## src/rtl/note_sequencer_pkg.sv

```systemverilog
`default_nettype none
// ============================================================================
// Module  : note_pkg
// Brief   : Shared constants for the note sequencer: lane codes, chart entry
//           field positions, terminator value and FSM state encoding.
// Revision: 1.0 - initial release
// ============================================================================
package note_pkg;

    localparam int ENTRY_W = 10;
    localparam int STEP_W  = 6;
    localparam int COUNT_W = 8;

    // Lane codes driven on key_address
    localparam logic [1:0] LANE_REST = 2'b00;
    localparam logic [1:0] LANE_DO   = 2'b01;
    localparam logic [1:0] LANE_RE   = 2'b10;
    localparam logic [1:0] LANE_MI   = 2'b11;

    // Chart entry field positions: [9:8] lane, [7:4] hold, [3:0] gap
    localparam int LANE_MSB = 9;
    localparam int LANE_LSB = 8;
    localparam int HOLD_MSB = 7;
    localparam int HOLD_LSB = 4;
    localparam int GAP_MSB  = 3;
    localparam int GAP_LSB  = 0;

    localparam logic [ENTRY_W-1:0] ENTRY_TERMINATOR = '0;

    // Sequencer state encoding
    localparam logic [2:0] ST_IDLE  = 3'd0;
    localparam logic [2:0] ST_LOAD  = 3'd1;
    localparam logic [2:0] ST_NOTE  = 3'd2;
    localparam logic [2:0] ST_GAP   = 3'd3;
    localparam logic [2:0] ST_DRAIN = 3'd4;
    localparam logic [2:0] ST_DONE  = 3'd5;

    // Packs a chart entry from its three fields
    function automatic logic [ENTRY_W-1:0] make_entry(input logic [1:0] lane,
                                                      input logic [3:0] hold,
                                                      input logic [3:0] gap);
        return {lane, hold, gap};
    endfunction

endpackage
`default_nettype wire

```

## src/rtl/note_sequencer_if.sv

```systemverilog
`default_nettype none
// ============================================================================
// Module  : note_sequencer_if
// Brief   : Control/display bundle between game control, the note sequencer
//           and the lane display calculator.
// Revision: 1.0 - initial release
// ============================================================================
interface note_sequencer_if;

    logic       tick;
    logic       start;
    logic       pause;
    logic       wren;
    logic [1:0] key_address;
    logic [5:0] step;
    logic       busy;
    logic       song_done;

    // Game-control side: drives timing and keys, observes the sequencer
    modport master (
        output tick, start, pause,
        input  wren, key_address, step, busy, song_done
    );

    // Sequencer side
    modport slave (
        input  tick, start, pause,
        output wren, key_address, step, busy, song_done
    );

endinterface
`default_nettype wire

```

## src/rtl/note_sequencer_chart_rom.sv

```systemverilog
`default_nettype none
// ============================================================================
// Module  : note_chart_rom
// Brief   : Combinational song chart, step index -> 10-bit chart entry.
//           A replacement chart can be supplied through TEST_CHART.
// Revision: 1.0 - initial release
// ============================================================================
module note_chart_rom
    import note_pkg::*;
#(
    parameter int                          CHART_DEPTH    = 64,
    parameter bit                          USE_TEST_CHART = 1'b0,
    parameter logic [CHART_DEPTH*ENTRY_W-1:0] TEST_CHART  = '0
)(
    input  wire logic [STEP_W-1:0]  i_addr,
    output logic      [ENTRY_W-1:0] o_entry
);

    if (USE_TEST_CHART) begin : g_test_chart
        // Externally supplied chart, entry n at bits [n*10 +: 10]
        always_comb begin
            o_entry = TEST_CHART[i_addr*ENTRY_W +: ENTRY_W];
        end
    end else begin : g_song_chart
        // Built-in song table; everything past the last note is a terminator
        always_comb begin
            o_entry = ENTRY_TERMINATOR;
            case (i_addr)
                6'd0:  o_entry = make_entry(LANE_MI, 4'd8, 4'd2);
                6'd1:  o_entry = make_entry(LANE_MI, 4'd8, 4'd2);
                6'd2:  o_entry = make_entry(LANE_RE, 4'd8, 4'd2);
                6'd3:  o_entry = make_entry(LANE_DO, 4'd8, 4'd2);
                6'd4:  o_entry = make_entry(LANE_DO, 4'd8, 4'd2);
                6'd5:  o_entry = make_entry(LANE_RE, 4'd8, 4'd2);
                6'd6:  o_entry = make_entry(LANE_MI, 4'd12, 4'd0);
                6'd7:  o_entry = make_entry(LANE_RE, 4'd4, 4'd2);
                6'd8:  o_entry = make_entry(LANE_RE, 4'd15, 4'd6);
                6'd9:  o_entry = make_entry(LANE_MI, 4'd8, 4'd2);
                6'd10: o_entry = make_entry(LANE_RE, 4'd8, 4'd2);
                6'd11: o_entry = make_entry(LANE_DO, 4'd15, 4'd8);
                default: o_entry = ENTRY_TERMINATOR;
            endcase
        end
    end

endmodule
`default_nettype wire

```

## src/rtl/note_sequencer.sv

```systemverilog
`default_nettype none
// ============================================================================
// Module  : note_sequencer
// Brief   : Steps through the song chart on the scroll tick, emitting lane
//           codes (note hold, rest gap) and a final drain of rest ticks.
// Revision: 1.0 - initial release
// ============================================================================
module note_sequencer
    import note_pkg::*;
#(
    parameter int                             CHART_DEPTH    = 64,
    parameter int                             DRAIN_TICKS    = 120,
    parameter bit                             USE_TEST_CHART = 1'b0,
    parameter logic [CHART_DEPTH*ENTRY_W-1:0] TEST_CHART     = '0
)(
    input  wire logic       clock,
    input  wire logic       resetn,
    note_sequencer_if.slave bus
);

    logic [2:0]         r_state;
    logic [COUNT_W-1:0] r_count;
    logic [STEP_W-1:0]  r_step;
    logic [1:0]         r_key;
    logic               r_wren;

    logic [ENTRY_W-1:0] w_entry;
    logic [1:0]         w_lane;
    logic [3:0]         w_hold;
    logic [3:0]         w_gap;
    logic               w_tick;
    logic               w_last;
    logic               w_expire;

    note_chart_rom #(
        .CHART_DEPTH    (CHART_DEPTH),
        .USE_TEST_CHART (USE_TEST_CHART),
        .TEST_CHART     (TEST_CHART)
    ) u_chart_rom (
        .i_addr  (r_step),
        .o_entry (w_entry)
    );

    // Step is stable through NOTE/GAP, so the ROM output is the live entry
    assign w_lane   = w_entry[LANE_MSB:LANE_LSB];
    assign w_hold   = (w_entry[HOLD_MSB:HOLD_LSB] == 4'd0) ? 4'd1 : w_entry[HOLD_MSB:HOLD_LSB];
    assign w_gap    = w_entry[GAP_MSB:GAP_LSB];
    assign w_tick   = bus.tick & ~bus.pause;
    assign w_last   = (r_step == STEP_W'(CHART_DEPTH - 1));
    assign w_expire = w_tick && (r_count == COUNT_W'(1));

    // Sequencer FSM with registered display outputs
    always_ff @(posedge clock or negedge resetn) begin
        if (!resetn) begin
            r_state <= ST_IDLE;
            r_count <= '0;
            r_step  <= '0;
            r_key   <= LANE_REST;
            r_wren  <= 1'b1;
        end else begin
            case (r_state)
                ST_IDLE, ST_DONE: begin
                    if (bus.start) begin
                        r_step  <= '0;
                        r_wren  <= 1'b0;
                        r_state <= ST_LOAD;
                    end
                end
                ST_LOAD: begin
                    // key_address holds through LOAD so back-to-back notes do not blink
                    if (w_entry == ENTRY_TERMINATOR) begin
                        r_count <= COUNT_W'(DRAIN_TICKS);
                        r_key   <= LANE_REST;
                        r_state <= ST_DRAIN;
                    end else begin
                        r_count <= COUNT_W'(w_hold);
                        r_key   <= w_lane;
                        r_state <= ST_NOTE;
                    end
                end
                ST_NOTE, ST_GAP: begin
                    if (w_expire) begin
                        if (r_state == ST_NOTE && w_gap != 4'd0) begin
                            r_count <= COUNT_W'(w_gap);
                            r_key   <= LANE_REST;
                            r_state <= ST_GAP;
                        end else if (w_last) begin
                            r_count <= COUNT_W'(DRAIN_TICKS);
                            r_key   <= LANE_REST;
                            r_state <= ST_DRAIN;
                        end else begin
                            r_step  <= r_step + STEP_W'(1);
                            r_state <= ST_LOAD;
                        end
                    end else if (w_tick) begin
                        r_count <= r_count - COUNT_W'(1);
                    end
                end
                ST_DRAIN: begin
                    if (w_expire) begin
                        r_key   <= LANE_REST;
                        r_wren  <= 1'b1;
                        r_state <= ST_DONE;
                    end else if (w_tick) begin
                        r_count <= r_count - COUNT_W'(1);
                    end
                end
                default: begin
                    r_state <= ST_IDLE;
                    r_key   <= LANE_REST;
                    r_wren  <= 1'b1;
                end
            endcase
        end
    end

    assign bus.wren        = r_wren;
    assign bus.key_address = r_key;
    assign bus.step        = r_step;
    assign bus.busy        = (r_state != ST_IDLE) && (r_state != ST_DONE);
    assign bus.song_done   = (r_state == ST_DONE);

endmodule
`default_nettype wire

```

## src/flat_wrapper.sv

```systemverilog
// flat-port wrapper written by rule: the top's interface ports become plain ports
module note_sequencer_flat import note_pkg::*;
#(
    parameter int                             CHART_DEPTH    = 64,
    parameter int                             DRAIN_TICKS    = 120,
    parameter bit                             USE_TEST_CHART = 1'b0,
    parameter logic [CHART_DEPTH*ENTRY_W-1:0] TEST_CHART     = '0
)
  (clock, resetn, bus_tick, bus_start, bus_pause, bus_wren, bus_key_address, bus_step, bus_busy, bus_song_done);
  note_sequencer_if bus_i ();
  input  wire logic clock;
  input  wire logic resetn;
  input wire logic [$bits(bus_i.tick)-1:0] bus_tick;
  input wire logic [$bits(bus_i.start)-1:0] bus_start;
  input wire logic [$bits(bus_i.pause)-1:0] bus_pause;
  output wire logic [$bits(bus_i.wren)-1:0] bus_wren;
  output wire logic [$bits(bus_i.key_address)-1:0] bus_key_address;
  output wire logic [$bits(bus_i.step)-1:0] bus_step;
  output wire logic [$bits(bus_i.busy)-1:0] bus_busy;
  output wire logic [$bits(bus_i.song_done)-1:0] bus_song_done;
  assign bus_i.tick = bus_tick;
  assign bus_i.start = bus_start;
  assign bus_i.pause = bus_pause;
  assign bus_wren = bus_i.wren;
  assign bus_key_address = bus_i.key_address;
  assign bus_step = bus_i.step;
  assign bus_busy = bus_i.busy;
  assign bus_song_done = bus_i.song_done;
  note_sequencer #(.CHART_DEPTH(CHART_DEPTH), .DRAIN_TICKS(DRAIN_TICKS), .USE_TEST_CHART(USE_TEST_CHART), .TEST_CHART(TEST_CHART)) u_core (.clock(clock), .resetn(resetn), .bus(bus_i));
endmodule
```

## config.mk

```make
export PLATFORM = sky130hd
export DESIGN_NAME = note_sequencer_flat
export DESIGN_NICKNAME = d
export VERILOG_FILES = /design/src/rtl/note_sequencer_pkg.sv /design/src/rtl/note_sequencer_if.sv /design/src/rtl/note_sequencer_chart_rom.sv /design/src/rtl/note_sequencer.sv /design/src/flat_wrapper.sv
export SDC_FILE = /design/constraint.sdc
export NUM_CORES = 1
export LEC_CHECK = 0
export BUFFER_PORTS_ARGS = -buffer_cell sky130_fd_sc_hd__buf_2
export CELL_PAD_IN_SITES_DETAIL_PLACEMENT = 2
export CELL_PAD_IN_SITES_GLOBAL_PLACEMENT = 2
export CORE_MARGIN = 2
export CORE_UTILIZATION = 35
export DETAILED_ROUTE_END_ITERATION = 8
export MAX_ROUTING_LAYER = met4
export PLACE_DENSITY = 0.82
export SLEW_MARGIN = 10
export SYNTH_ARGS = -nofsm -noshare
export SYNTH_HDL_FRONTEND = slang
export SYNTH_SLANG_ARGS = --single-unit
```

## constraint.sdc

```tcl
create_clock -name clock -period 3.1 [get_ports clock]
set_input_delay 0.93 -clock clock [delete_from_list [all_inputs] [get_ports clock]]
set_output_delay 0.93 -clock clock [all_outputs]
set_load 0.1 [all_outputs]
```

==> results of run 1 <==
## cell families (layout without fill, tap and decap cells)
logic type      count (synthesis)  after routing  share of synthesized area (%)
buf+inv                        26             39                           6.40
flops                          20             20                           28.8
fa+ha+maj                       9              9                           6.47
xor+xnor                        2              2                           1.01
simple gates                   88             88                           27.4
compound gates                 66             66                           27.4
mux                             4              4                           2.45
## power by group through the flow
stage	logic [mW]	clock network (mW)	registers (mW)
finish	0.669	0.278	0.467
global route	0.731	0.293	0.484
CTS	0.674	0.283	0.466
detailed placement	0.669	0	0.471
global placement	0.647	0	0.464
floorplan	0.399	0	0.577
## layer usage
metal | vias up | wire [um] | track usage [%]
li1 | 818 | - | -
met1 | 877 | 2750 | 31.0
met2 | 26 | 2700 | 38.0
met3 | 6 | 154 | 2.71
met4 | 0 | 110 | 8.33
met5 | - | 0 | -
## state kept, by name (all words and copies together) (netlist names)
| register | flops |
|---|---|
| u_core.r_state | 3 |
| u_core.r_count | 8 |
| u_core.bus.step | 6 |
| u_core.bus.wren | 1 |
| u_core.bus.key_address | 2 |
## worst paths after layout
path / start / endpoint / slack (ps)
max: bus_pause / u_core.r_count[4]$_DFFE_PN0P_ / 370
min: u_core.bus.step[0]$_DFFE_PN0P_ / u_core.bus.step[0]$_DFFE_PN0P_ / 520
max reg2reg: u_core.bus.step[1]$_DFFE_PN0P_ / u_core.r_count[6]$_DFFE_PN0P_ / 420
min reg2reg: u_core.bus.step[0]$_DFFE_PN0P_ / u_core.bus.step[0]$_DFFE_PN0P_ / 520
max in group asynchronous: resetn / u_core.bus.step[1]$_DFFE_PN0P_ / 2110
min in group asynchronous: resetn / u_core.r_count[3]$_DFFE_PN0P_ / 610
## layout by cell type, fill, tap and decap left out, types with 2 or more instances in the layout
| cell type | count |
|---|---|
| nand2b_1 | 3 |
| a21oi_1 | 7 |
| buf_4 | 7 |
| or3_1 | 3 |
| nor2b_1 | 6 |
| nor2_1 | 20 |
| buf_2 | 15 |
| mux2i_1 | 2 |
| a31oi_1 | 2 |
| nor3_1 | 6 |
| and3_1 | 2 |
| o311ai_0 | 2 |
| a22o_1 | 3 |
| dfrtp_1 | 16 |
| o21ai_0 | 9 |
| clkbuf_8 | 3 |
| a211oi_1 | 2 |
| nand3_1 | 7 |
| a32oi_1 | 2 |
| dfrtp_2 | 3 |
| nor4_1 | 5 |
| o32a_1 | 2 |
| nand2_1 | 19 |
| or2_1 | 3 |
| nand3b_1 | 2 |
| nor3b_1 | 2 |
| ha_1 | 9 |
| nand4_1 | 2 |
| o22ai_1 | 5 |
| o21ai_1 | 12 |
| inv_1 | 12 |
| mux2_2 | 2 |
## metrics by stage
stage	hold WS (ps)	utilization [%]	instances	worst slack (ps)	instance area (um^2)
3_3_place_gp	486	39.8	291	138	1890
4_1_cts	519	41.3	295	375	1960
2_1_floorplan	460	-	215	94.8	1740
3_5_place_dp	498	39.8	291	76.3	1890
5_1_grt	538	41.3	295	245	1960
6_report	517	41.3	295	371	1960
## cell type report
type	count	area, um^2
Clock buffer	3	41.3
Inverter	13	48.8
Tap cell	67	83.8
Clock inverter	1	30.0
Timing Repair Buffer	22	128
Multi-Input combinational cell	169	1130
Sequential cell	20	505
Fill cell	564	2790
## worst max-delay path: stages
cell	delay [ps]
buf_2	110
or4bb_1	630
or3_1	480
o21a_1	220
nor2_1	130
o21ai_1	90
a221o_1	300
==> metrics, run 1 <==
drt via density=roughly 5.9; cell with the most instances after synthesis=nor2_1; Die Wd=74.5 um; hold path cells=1; Leakage=roughly 0.82 nW; Routed Antenna Nets=0; max-cap violation count=0; GPL Wtd Cong=between 0.8 and 0.9; Port Buf Inserts=15; crit end category=flop; Core Rows=25; r2r worst-path depth=9; Hold Crit Class=flop to flop; Avg Inst Size Synth=between 8 and 9 um^2; Mapped Area=approximately 0.0017 mm^2; Fin Clk Skew=13.0 ps; leading post-synthesis cells by cell area=dfrtp_1 27%, ha_1 6.5%, nor2_1 4.3%; Comb power frac=47.3%; cell accounting for the most synthesized area=dfrtp_1; insertion delay to the later sink of the worst-skew pair=~280 ps; Ant. Diodes=0; crit path max fanout=6; first-pass GRT wire length=9.58 mm; cts hold-fix bufs=0; relative slew slack=about two thirds; status=complete, no violations; Top FF cell, synth=dfrtp_1; internal power=around 0.73 mW; sequential fraction of design power=about 33%; total CTS buffers=3; IO Count=16; top-area cell type share of the netlist area=27.3%; Peak VDD IR=233 uV; htree depth=1; fin crit share=88.0%; P&R area growth vs syn=12.9%; initial drt markers=63; setup_tns=0 ps; vias in the first global route=between 1500 and 2000; clk slew on worst S/H paths=~90 ps; RSZ-0062 raised after global routing=no; DP HPWL=about 4.3 mm; minimum clock period=about 2700 ps; Mapped Cells=between 200 and 250; Worst setup SP type=primary input; CTS sink count=20; register area share after synthesis=28.8%; Pre-Repair DR Iteration Count=4; Highest Clock Rate=around 370 MHz; nets@finish=between 200 and 250; switching share of power=around half; pins over their slew limit=0; largest net degree at the start of global routing=21; Clock Tree Buf Depth=2; Critical Path AT=roughly 2900 ps; critical path start-end classification=primary input to flop; synth cell count leaders=20 x nor2_1, 19 x dfrtp_1, 19 x nand2_1; number of flops mapped to enable cells by yosys=0; clk root buf=clkbuf_8; core area=0.00475 mm^2; antenna violations before repair=0; drt drc=0; gr usage total=a little under a quarter; Die ar.=approximately 0.0055 mm^2; final hold violations=0; wire per inst=a little under 20 um; Die Ht=between 70 and 80 um; Psw=roughly 0.69 mW; CTS tree=yes; Syn Nets=roughly 230; flop and latch count out of synthesis=20; share of post-route cells with drive strength above 1=approximately 18%; Cell variety after synth=65; Crit path required time=about 3300 ps; Total Power=1.41 mW; Post-CTS Setup Inserts=0; initial core utilization=36.6%; via count=~1700; Overflow after GRT=0; post_cts resized=0; share of synthesized flip-flops with an asynchronous set or reset=between 90% and 100%; Final Setup Violations=0; clock network power share=19.6%; Synth Warn #=0; Worst-Margin Slew=509 ps; final WL=approximately 5.7 mm; Pwr per Cell Area=721 mW/mm^2
Note: power is estimated with default switching activity, not from simulation.
==> run 2, diff against run 1 <==
CORE_MARGIN = not set   (was 2)
==> run 2 against run 1 <==
Against the previous run:
- critical endpoint is now u_core.r_count[0]$_DFFE_PN0P_
- combinational power is 0.7% higher
- sequential power rose by 1%
- global-route usage grew 1.2 points
- non-clock buffer count increased by 1
- fmax down 2.7%
- highest routed layer unchanged
- clock skew down 8.2 ps
- final cell count is 0.34% higher
- die area decreased by 5.3%
- first-iteration DRC count increased by 48%
==> metrics, run 2 (synthesized netlist as in run 1, its figures left out) <==
status=complete, no violations; Peak VDD IR=roughly 230 uV; final WL=between 5 and 6 mm; Worst setup SP type=primary input; Worst-Margin Slew=530 ps; Pre-Repair DR Iteration Count=4; most common cell after layout, fill and taps aside=nor2_1; r2r startpoint=u_core.bus.step[1]$_DFFE_PN0P_; Largest register FFs=8; worst hold path startpoint=u_core.bus.key_address[0]$_DFFE_PN0P_; Ant. Diodes=0; Buf+Inv Stages, Crit Path=1; gr usage total=between 20% and 30%; CTS sink count=20; Clock Tree Buf Depth=2; r2r worst-path depth=9; cts hold-fix bufs=0; P&R area growth vs syn=11.8%; core area=around 0.0048 mm^2; Core Rows=25; Final Setup Violations=0; post_cts resized=0; vias in the first global route=1805; Overflow after GRT=0; total CTS buffers=3; critical path start-end classification=primary input to flop; minimum clock period=approximately 2800 ps; Die Wd=between 70 and 80 um; IO Count=16; Worst path slowest cell=or4bb_1; crit path max fanout=6; clk root buf=clkbuf_8; share of post-route cells with drive strength above 1=17.9%; RR Endpoint=u_core.r_count[6]$_DFFE_PN0P_; crit end category=flop; htree depth=1; GPL Wtd Cong=around 0.76; setup_tns=0 ps; largest net degree at the start of global routing=21; Crit path required time=around 3300 ps; Total Power=1.34 mW; Die Ht=72.5 um; CP Cell Sequence=buf_2 -> or4bb_1 -> or3_1 -> a21oi_2 -> o311ai_0 -> a22o_1; nets@finish=around 240; fin crit share=approximately nine tenths; initial drt markers=93; via count=approximately 1800; Top delay family on crit path=simple AND/OR/NAND/NOR gates; Fin Clk Skew=around 4.8 ps; CTS tree=yes; most frequent cells in the layout=20 x nor2_1, 19 x nand2_1, 16 x dfrtp_1; relative slew slack=64.7%; Pwr per Cell Area=688 mW/mm^2; Critical Path AT=~3000 ps; Routed Antenna Nets=0; wire per inst=19.4 um; max-cap violation count=0; antenna violations before repair=0; Highest Clock Rate=357 MHz; DP HPWL=~4.3 mm; R2R Setup Slk=roughly 360 ps; Hold Crit Class=flop to flop; pins over their slew limit=0; drt drc=0; most flop-heavy register=u_core.r_count; Die ar.=around 0.0053 mm^2; drt via density=about 6; Post-CTS Setup Inserts=0; hold path cells=2; RSZ-0062 raised after global routing=no; first-pass GRT wire length=~9.6 mm; insertion delay to the later sink of the worst-skew pair=~270 ps; Worst Hold End=u_core.bus.key_address[0]$_DFFE_PN0P_; Leakage=about 0.8 nW; CP max stage delay=about 630 ps; clk slew on worst S/H paths=around 90 ps; final hold violations=0; initial core utilization=36.6%; Port Buf Inserts=15
[run 2: tightest hold or removal path: cells and delay by family, from the launching register on]
kind            cells  cell delay (ps)
flops               1              340
buf+inv             1               50
compound gates      1               90
[run 2: routing by layer]
layer | GRT usage (%) | vias up | routed length, um
li1 | - | 821 | -
met1 | 33.5 | 897 | 2700
met2 | 40.5 | 28 | 2830
met3 | 2.50 | 7 | 160
met4 | 5.66 | 0 | 66
met5 | - | - | 0
[run 2: worst max path at each step]
stage	endpoint	slack [ps]	startpoint	cells past startpoint
detailed placement	u_core.r_count[0]$_DFFE_PN0P_	30	bus_pause	6
global placement	u_core.r_count[4]$_DFFE_PN0P_	150	bus_pause	7
global route	u_core.r_count[6]$_DFFE_PN0P_	200	u_core.bus.step[1]$_DFFE_PN0P_	9
CTS	u_core.r_count[0]$_DFFE_PN0P_	320	bus_pause	6
floorplan	u_core.r_count[6]$_DFFE_PN0P_	90	u_core.bus.step[2]$_DFFE_PN0P_	9
finish	u_core.r_count[0]$_DFFE_PN0P_	300	bus_pause	6
[run 2: metrics by stage]
step           hold slack, ps  utilization [%]  instances  setup WS (ps)  instance area [um^2]
6_report                  527             40.9        296            296                  1940
5_1_grt                   555             40.9        296            197                  1940
4_1_cts                   529             40.9        296            319                  1940
3_5_place_dp              506             39.9        292           29.3                  1900
3_3_place_gp              486             39.9        292            147                  1900
2_1_floorplan             460                -        215           94.8                  1740
[run 2: report_power, final]
| part | total, mW | switching (mW) | internal [mW] |
|---|---|---|---|
| registers | 0.473 | 0.132 | 0.341 |
| clock network | 0.192 | 0.100 | 0.0919 |
| logic | 0.674 | 0.457 | 0.216 |
[run 2: cell type report]
type | instances | area [um^2]
Fill cell | 574 | 2810
Multi-Input combinational cell | 169 | 1130
Sequential cell | 20 | 505
Timing Repair Buffer | 23 | 135
Tap cell | 67 | 83.8
Inverter | 13 | 48.8
Clock buffer | 4 | 45.0
==> run 3, diff against run 2 <==
BUFFER_PORTS_ARGS = -buffer_cell sky130_fd_sc_hd__buf_4   (was -buffer_cell sky130_fd_sc_hd__buf_2)
CTS_CLUSTER_SIZE = 30   (was not set)
clock period = 2.7 ns   (was 3.1 ns; I/O delays follow)
==> run 3 against run 2 <==
Against the previous run:
- total power is 21% higher
- hold slack worse by 110 ps
- combinational power is 25% higher
- count of clock-buffer cells in the layout stayed put
- sequential share of layout area decreased by 1.3 points
- clock skew rose by 4.0 ps
- final cell count increased by 1.4%
- critical path type is now flop to flop
==> metrics, run 3 (synthesized netlist as in run 1, its figures left out) <==
status=complete, no violations; antenna violations before repair=0; fin crit share=a little over nine tenths; initial drt markers=between 80 and 90; CTS tree=yes; Worst path slowest cell=or4bb_4; Critical Path Source=u_core.r_count[1]$_DFFE_PN0P_; CTS sink count=20; most common cell after layout, fill and taps aside=buf_4; r2r startpoint=u_core.r_count[1]$_DFFE_PN0P_; Critical Path AT=2770 ps; first-pass GRT wire length=between 9 and 10 mm; crit end category=flop; Ant. Diodes=0; critical path start-end classification=flop to flop; Routed Antenna Nets=0; Die Wd=approximately 72 um; vias in the first global route=roughly 1800; setup_tns=0 ps; Pwr per Cell Area=779 mW/mm^2; met3 WL=approximately 200 um; share of post-route cells with drive strength above 1=between 20 and 25%; via count=1801; pins over their slew limit=0; Peak VDD IR=381 uV; drt via density=6.00; met2 wire length=around 3.2 mm; total CTS buffers=3; Largest register FFs=8; Die Ht=72.5 um; RSZ-0062 raised after global routing=no; final core occ=~44%; IO Count=16; top layer in use=met4; r2r worst-path depth=7; Worst setup SP type=flop; GPL Wtd Cong=0.807; Pre-Repair DR Iteration Count=4; nets@finish=approximately 250; most frequent cells in the layout=27 x buf_4, 19 x nand2_1, 18 x nor2_1; initial core utilization=between 30% and 40%; critical path endpoint=u_core.r_count[3]$_DFFE_PN0P_; Clock Tree Buf Depth=2; RR Endpoint=u_core.r_count[3]$_DFFE_PN0P_; Crit path required time=between 2000 and 3000 ps; M1 WL=2.72 mm; Leakage=roughly 0.84 nW; R2R Setup Slk=around 84 ps; minimum clock period=about 2600 ps; clk root buf=clkbuf_8; fin area=0.00208 mm^2; htree depth=1; Core Rows=25; Buf+Inv Stages, Crit Path=1; most flop-heavy register=u_core.r_count; Die ar.=approximately 0.0053 mm^2; crit path max fanout=4; Hold Crit Class=primary input to async pin; largest net degree at the start of global routing=21; clk slew on worst S/H paths=90 ps; gr usage total=about a quarter; CP max stage delay=580 ps; DP HPWL=roughly 4.4 mm; Highest Clock Rate=382 MHz; CP Cell Sequence=inv_2 -> ha_1 -> or4bb_4 -> or3_4 -> a311oi_2 -> a211oi_1 -> o32a_1; Fin Clk Skew=a little under 9 ps; Port Buf Inserts=15; Final Setup Violations=0; P&R area growth vs syn=19.6%; Overflow after GRT=0; WP depth=7; non-filler instance count after layout=300; Top delay family on crit path=simple AND/OR/NAND/NOR gates; relative slew slack=between 60% and 70%; Post-Place Cells=around 290; Worst-Margin Slew=~560 ps; core area=about 0.0048 mm^2; insertion delay to the later sink of the worst-skew pair=270 ps; final hold violations=0; wire per inst=between 20 and 25 um; drt drc=0; final WL=around 6.3 mm; WHS=416 ps; max-cap violation count=0; DP Area=~0.0020 mm^2
-- run 3: cell count changes in the layout (fill, tap and decap cells not counted), sizes merged --
cell,before,now
buf,23,27
-- run 3: per-layer routing --
metal / vias to the layer above / GRT usage, %
li1: 828 / -
met1: 914 / 31.6
met2: 45 / 44.9
met3: 14 / 2.92
met4: 0 / 10.0
met5: - / -
-- run 3: layout make-up --
| type | instances | area (um^2) |
|---|---|---|
| Fill cell | 556 | 2680 |
| Inverter | 13 | 48.8 |
| Sequential cell | 20 | 514 |
| Multi-Input combinational cell | 169 | 1180 |
| Tap cell | 67 | 83.8 |
| Clock buffer | 4 | 45.0 |
| Timing Repair Buffer | 27 | 203 |
-- run 3: repair_timing --
| action | 4_1_cts | 5_1_grt |
|---|---|---|
| hold buffers | 0 | 0 |
| endpoints found under the setup margin | 1 | 5 |
| resized for setup | 1 | 7 |
| pin swaps | 0 | 3 |
| setup buffers | 0 | 2 |
-- run 3: worst min path at each step --
stage	endpoint	slack [ps]	depth (start not counted)
after floorplan	u_core.r_count[5]$_DFFE_PN0P_	460	1
after global placement	u_core.r_count[5]$_DFFE_PN0P_	500	1
after detailed placement	u_core.r_count[5]$_DFFE_PN0P_	510	1
after CTS	u_core.bus.key_address[0]$_DFFE_PN0P_	420	1
after global routing	u_core.bus.key_address[0]$_DFFE_PN0P_	430	1
final	u_core.bus.key_address[0]$_DFFE_PN0P_	420	1
-- run 3: report_power, final --
part / leakage (nW) / internal (mW) / switching (mW)
clock: 0.0228 / 0.106 / 0.117
sequential: 0.242 / 0.397 / 0.156
combinational: 0.573 / 0.292 / 0.553
-- run 3: worst register-to-register path, cell delays in order, from the launching register on --
cell and delay (ps):
dfrtp_1 430, inv_2 110, ha_1 150, or4bb_4 580, or3_4 390, a311oi_2 350, a211oi_1 120, o32a_1 370
-- run 3: per-stage QoR --
step / setup slack, ps / power [mW]
after floorplan: -11.3 / 1.14
after global placement: -76.9 / 1.31
after detailed placement: -145 / 1.35
after CTS: 3.59 / 1.60
after global routing: 11.5 / 1.72
final: 84.4 / 1.62
